$ cat src/rtl/adder_pkg.sv
// rtl/adder_pkg.sv - shared state encoding and default sizes for the sliced adder
package adder_pkg;

    localparam int N_DEF = 16;
    localparam int W_DEF = 4;

    typedef enum logic [1:0] {
        IDLE = 2'd0,
        RUN  = 2'd1,
        DONE = 2'd2
    } state_e;

endpackage

$ cat src/rtl/adder_N.sv
// rtl/adder_N.sv - N-bit combinational adder with carry in and carry out
module adder_N #(
    parameter int N = 4
) (
    input  logic [N-1:0] a_i,
    input  logic [N-1:0] b_i,
    input  logic         cin_i,
    output logic [N-1:0] sum_o,
    output logic         cout_o
);

    logic [N:0] total;

    // Widen by one bit so the carry out falls out of the top of the sum.
    assign total            = {1'b0, a_i} + {1'b0, b_i} + {{N{1'b0}}, cin_i};
    assign {cout_o, sum_o}  = total;

endmodule

$ cat src/rtl/adder_seq_ctrl.sv
// rtl/adder_seq_ctrl.sv - N-bit addition performed W bits per cycle on one shared adder slice
module adder_seq_ctrl
    import adder_pkg::*;
#(
    parameter int N = N_DEF,
    parameter int W = W_DEF
) (
    input  logic         clk,
    input  logic         reset,
    input  logic         start,
    input  logic [N-1:0] P,
    input  logic [N-1:0] Q,
    input  logic         Cin,
    output logic         busy,
    output logic         done,
    output logic [N-1:0] SUM,
    output logic         Cout
);

    // Guarded so an illegal W still lets the error below be reported cleanly.
    localparam int SLICES = ((W > 0) && (W <= N)) ? (N / W) : 1;
    localparam int IDX_W  = (SLICES > 1) ? $clog2(SLICES) : 1;
    localparam logic [IDX_W-1:0] LAST_IDX = IDX_W'(SLICES - 1);

    if ((W > N) || ((N % W) != 0)) begin : g_bad_params
        $error("adder_seq_ctrl: N (%0d) must be a positive multiple of W (%0d)", N, W);
    end

    state_e           state_q;
    logic [IDX_W-1:0] idx_q;
    logic [N-1:0]     p_q;
    logic [N-1:0]     q_q;
    logic [N-1:0]     sum_q;
    logic             carry_q;
    logic             cout_q;
    logic             busy_q;
    logic             done_q;

    logic [W-1:0]     slice_p;
    logic [W-1:0]     slice_q;
    logic [W-1:0]     slice_sum;
    logic             slice_cout;

    // Select the operand slices addressed by the current slice index.
    always_comb begin
        slice_p = '0;
        slice_q = '0;
        for (int s = 0; s < SLICES; s++) begin
            if (idx_q == IDX_W'(s)) begin
                slice_p = p_q[s*W +: W];
                slice_q = q_q[s*W +: W];
            end
        end
    end

    adder_N #(
        .N (W)
    ) u_slice_adder (
        .a_i    (slice_p),
        .b_i    (slice_q),
        .cin_i  (carry_q),
        .sum_o  (slice_sum),
        .cout_o (slice_cout)
    );

    // Control FSM and datapath registers; outputs are registered alongside the state.
    always_ff @(posedge clk or posedge reset) begin
        if (reset) begin
            state_q <= IDLE;
            idx_q   <= '0;
            p_q     <= '0;
            q_q     <= '0;
            sum_q   <= '0;
            carry_q <= 1'b0;
            cout_q  <= 1'b0;
            busy_q  <= 1'b0;
            done_q  <= 1'b0;
        end else begin
            case (state_q)
                IDLE: begin
                    if (start) begin
                        p_q     <= P;
                        q_q     <= Q;
                        carry_q <= Cin;
                        idx_q   <= '0;
                        sum_q   <= '0;
                        cout_q  <= 1'b0;
                        busy_q  <= 1'b1;
                        state_q <= RUN;
                    end
                end
                RUN: begin
                    for (int s = 0; s < SLICES; s++) begin
                        if (idx_q == IDX_W'(s)) begin
                            sum_q[s*W +: W] <= slice_sum;
                        end
                    end
                    carry_q <= slice_cout;
                    if (idx_q == LAST_IDX) begin
                        cout_q  <= slice_cout;
                        busy_q  <= 1'b0;
                        done_q  <= 1'b1;
                        state_q <= DONE;
                    end else begin
                        idx_q <= idx_q + IDX_W'(1);
                    end
                end
                DONE: begin
                    done_q  <= 1'b0;
                    state_q <= IDLE;
                end
                default: begin
                    busy_q  <= 1'b0;
                    done_q  <= 1'b0;
                    state_q <= IDLE;
                end
            endcase
        end
    end

    assign busy = busy_q;
    assign done = done_q;
    assign SUM  = sum_q;
    assign Cout = cout_q;

endmodule

$ cat config.mk
export PLATFORM = sky130hd
export DESIGN_NAME = adder_seq_ctrl
export DESIGN_NICKNAME = d
export VERILOG_FILES = /design/src/rtl/adder_pkg.sv /design/src/rtl/adder_N.sv /design/src/rtl/adder_seq_ctrl.sv
export SDC_FILE = /design/constraint.sdc
export NUM_CORES = 1
export LEC_CHECK = 0
export BUFFER_PORTS_ARGS = -buffer_cell sky130_fd_sc_hd__buf_2
export CORE_ASPECT_RATIO = 0.75
export CORE_MARGIN = 2
export CORE_UTILIZATION = 38
export DETAILED_ROUTE_END_ITERATION = 7
export GPL_ROUTABILITY_DRIVEN = 0
export PLACE_DENSITY = 0.58
export SYNTH_ARGS = -nofsm -noshare
export SYNTH_HDL_FRONTEND = slang
export SYNTH_SLANG_ARGS = --single-unit
$ cat constraint.sdc
create_clock -name clk -period 3.3 [get_ports clk]
set_clock_uncertainty 0.2 [all_clocks]
set_input_delay 0.66 -clock clk [delete_from_list [all_inputs] [get_ports clk]]
set_output_delay 0.66 -clock clk [all_outputs]
set_load 0.05 [all_outputs]
==> results.json <==
{
  "worst_slew_margin_rel_pct": 54.5,
  "finalNetCount": 326,
  "fill_cells": 672,
  "total_power_mw": 3.63,
  "core.rowCount": 26,
  "synthDominantCellAreaShare_pct": 54.0,
  "ctsRootBufferMaster": "sky130_fd_sc_hd__clkbuf_8",
  "cts-htree-levels": 2,
  "clk_latency_ps": 310,
  "synthToLayoutAreaGrowth_pct": 17.8,
  "worst-setup-path-type": "flip-flop to flip-flop",
  "synthArstFlopShare_pct": 100,
  "yosys_register_bits": 56,
  "avgSynthCellArea_sq_um": 11.4,
  "critical_path_peak_fanout": 8,
  "cts.clk_slew.worst_paths_ps": 100,
  "rsz_0062_raised_after_global_routing": "no",
  "ant_nets": 0,
  "stdcell_area_sq_um": 3060,
  "p_leak_nw": 1.44,
  "finalHoldViolCount": 0,
  "core_area_sq_um": 6700,
  "post_route_cells_drive_above_1_share_pct": 35.8,
  "vias": 1875,
  "numPlacedInstances": 358,
  "status": "completed",
  "synth_area_leaders": "sky130_fd_sc_hd__dfrtp_1 54%, sky130_fd_sc_hd__mux2_2 12%, sky130_fd_sc_hd__o21ai_0 4.2%",
  "post_synth_instance_area_sq_um": 2590,
  "post-route-drc-count": 0,
  "crit_path_cell_trace": "inv_1 > ha_1 > nand2_1 > o21ai_0 > a22oi_1 > fa_1 > fa_1 > xnor2_1 > a32o_1",
  "final.min_clock_period_ps": 3000,
  "dpl.hpwl_mm": 4.04,
  "multi_input_comb_area_sq_um": 1070,
  "setup.worst_path.end_class": "flip-flop",
  "num_antenna_cells": 0,
  "ys.flop_type": "sky130_fd_sc_hd__dfrtp_1",
  "cts_tree": "done",
  "worst_case_vdd_ir_drop_mv": 0.446,
  "fp.dieArea_sq_um": 7510,
  "period_share_pct": 91.0,
  "fp.dieW_microns": 99.4,
  "first_pass_grt_wire_length_mm": 9.14,
  "critical_path.slowest_cell": "sky130_fd_sc_hd__fa_1",
  "holdWs_ps": 239,
  "arrival_time_of_data_at_the_critical_path_endpoint_ps": 3060,
  "timing_worst_slew_pin_value_ps": 681,
  "syn_inst": 227,
  "synth-seq-area-share_pct": 54.0,
  "highest_count_cells_in_the_layout_ignoring_fill_and_taps": "56 x sky130_fd_sc_hd__dfrtp_1, 54 x sky130_fd_sc_hd__buf_2, 28 x sky130_fd_sc_hd__nand2_1, 28 x sky130_fd_sc_hd__mux2_2, 22 x sky130_fd_sc_hd__o21ai_0",
  "max_cap_viols": 0,
  "final_wl_mm": 5.55,
  "stdcell_count": 366,
  "grt_max_degree": 32,
  "synth.net_count": 272,
  "worst_path_most_repeated_cell": "sky130_fd_sc_hd__fa_1",
  "layout.area.seq_sq_um": 1400,
  "overflow": 0,
  "number_of_cts_inserted_buffers": 5,
  "viasPerCell": 5.12,
  "grtUsageTotal_pct": 16.0,
  "slew_viol_final": 0,
  "regToRegStartpoint": "idx_q[0]$_DFFE_PP0P_",
  "cp_num_buf_inv": 1,
  "synth.distinct_cells": 31,
  "synth-warning-count": 0,
  "pwr_density_cell_nw_per_um2": 1190,
  "antenna_found_initial": 0,
  "ctsHoldBuffers": 0,
  "wl_per_cell_microns": 15.2,
  "timing.final.ws_setup_ps": 296,
  "synth_edf_count": 0,
  "pin_count": 55,
  "initial_utilization_pct": 38.7,
  "crit_path_start_kind": "flip-flop",
  "first_global_vias": 1847,
  "fin_tns_setup_ps": 0,
  "critical_path.startpoint": "idx_q[0]$_DFFE_PP0P_",
  "detailed_place.area_sq_um": 2940,
  "detail_route.first_pass.iterations": 4,
  "worstHoldPathType": "input port to async pin",
  "dp_slack_ps": 147,
  "commonest_non_fill_non_tap_cell_in_the_layout": "sky130_fd_sc_hd__dfrtp_1",
  "setup_viol_count_final": 0,
  "worst-endpoint-required_ps": 3360,
  "synth_top_cell_by_area": "sky130_fd_sc_hd__dfrtp_1",
  "critical_path.max_stage_delay_ps": 440,
  "placement.io_buffers": 54,
  "tritoncts_num_sinks": 56,
  "utilization_pct": 45.6,
  "ctsLongestPathBuffers": 2,
  "fp.dieH_microns": 75.6,
  "achievable-frequency_mhz": 333,
  "dr.first_iter.drc_count": 56,
  "cpLargestDelayFamily": "adder cells"
}
-- state kept, by name (all words and copies together) (netlist names) --
signal and flops:
state_q 2, SUM 16, idx_q 2, Cout 1
done 1, busy 1, p_q 16, carry_q 1
q_q 16
-- synthesized netlist by cell type (2+ instances only) --
| cell type | count |
|---|---|
| sky130_fd_sc_hd__nand3_1 | 2 |
| sky130_fd_sc_hd__clkbuf_1 | 7 |
| sky130_fd_sc_hd__a21oi_1 | 21 |
| sky130_fd_sc_hd__inv_1 | 12 |
| sky130_fd_sc_hd__nand2_1 | 28 |
| sky130_fd_sc_hd__a22o_1 | 6 |
| sky130_fd_sc_hd__mux2_2 | 28 |
| sky130_fd_sc_hd__buf_4 | 4 |
| sky130_fd_sc_hd__nand3b_1 | 5 |
| sky130_fd_sc_hd__dfrtp_1 | 56 |
| sky130_fd_sc_hd__ha_1 | 7 |
| sky130_fd_sc_hd__nor2_1 | 2 |
| sky130_fd_sc_hd__o2bb2ai_1 | 2 |
| sky130_fd_sc_hd__a22oi_1 | 3 |
| sky130_fd_sc_hd__o21ai_0 | 22 |
| sky130_fd_sc_hd__fa_1 | 2 |
| sky130_fd_sc_hd__a32o_1 | 6 |
-- logic make-up (layout without fill, tap and decap cells) --
| kind of cell | count (synthesis) | after routing | share of synthesized area, % |
|---|---|---|---|
| simple gates | 42 | 42 | 8.10 |
| flops | 56 | 56 | 54.0 |
| mux | 29 | 29 | 12.5 |
| xor+xnor | 2 | 2 | 0.675 |
| compound gates | 63 | 63 | 15.1 |
| buf+inv | 26 | 81 | 4.68 |
| fa+ha+maj | 9 | 9 | 4.92 |
-- layer usage --
layer / global-route usage, % / vias to the layer above / share of wire, % / routed length [microns]
li1: - / 903 / - / -
met1: 23.0 / 917 / 51 / 2860
met2: 23.7 / 47 / 42 / 2320
met3: 4.68 / 8 / 5.5 / 303
met4: 4.72 / 0 / 1.2 / 68
met5: 0 / - / 0 / 0
-- area by class of cell --
class,instances,share of cell area [%]
clock inverter,3,1.39
sequential,56,45.8
inverter,13,1.60
clock buffer,5,2.25
tap,84,3.44
timing repair buffer,60,10.3
multi-input combinational,145,35.2
-- path summary, 6_finish.rpt --
kind                       slack [ps]  depth (start not counted)                   to
max in group asynchronous        1990                          3   p_q[5]$_DFFE_PP0P_
hold / removal                    240                          2     Cout$_DFFE_PP0P_
setup / recovery                  300                          9  SUM[10]$_DFFE_PP0P_
setup reg to reg                  300                          9  SUM[10]$_DFFE_PP0P_
hold reg to reg                   290                          1     done$_DFFE_PP0P_
min in group clk                  290                          1     done$_DFFE_PP0P_
-- worst reg2reg max path, stage by stage (launching register included) --
cell                      delay, ps
sky130_fd_sc_hd__dfrtp_1        430
sky130_fd_sc_hd__inv_1          130
sky130_fd_sc_hd__ha_1           370
sky130_fd_sc_hd__nand2_1         90
sky130_fd_sc_hd__o21ai_0        160
sky130_fd_sc_hd__a22oi_1        110
sky130_fd_sc_hd__fa_1           440
sky130_fd_sc_hd__fa_1           420
sky130_fd_sc_hd__xnor2_1        380
sky130_fd_sc_hd__a32o_1         230
-- report_power, final --
group          switching, mW  internal [mW]  leakage [nW]
logic                   1.21          0.772         0.700
registers              0.192           1.01         0.687
clock network          0.226          0.225        0.0541
total                   1.63           2.01          1.44
-- what timing repair did --
item	4_1_cts	5_1_grt
buffers inserted	0	0
gates resized for setup	0	1
setup endpoints to repair	0	4
No activity file was read; power rests on OpenSTA's default activity.
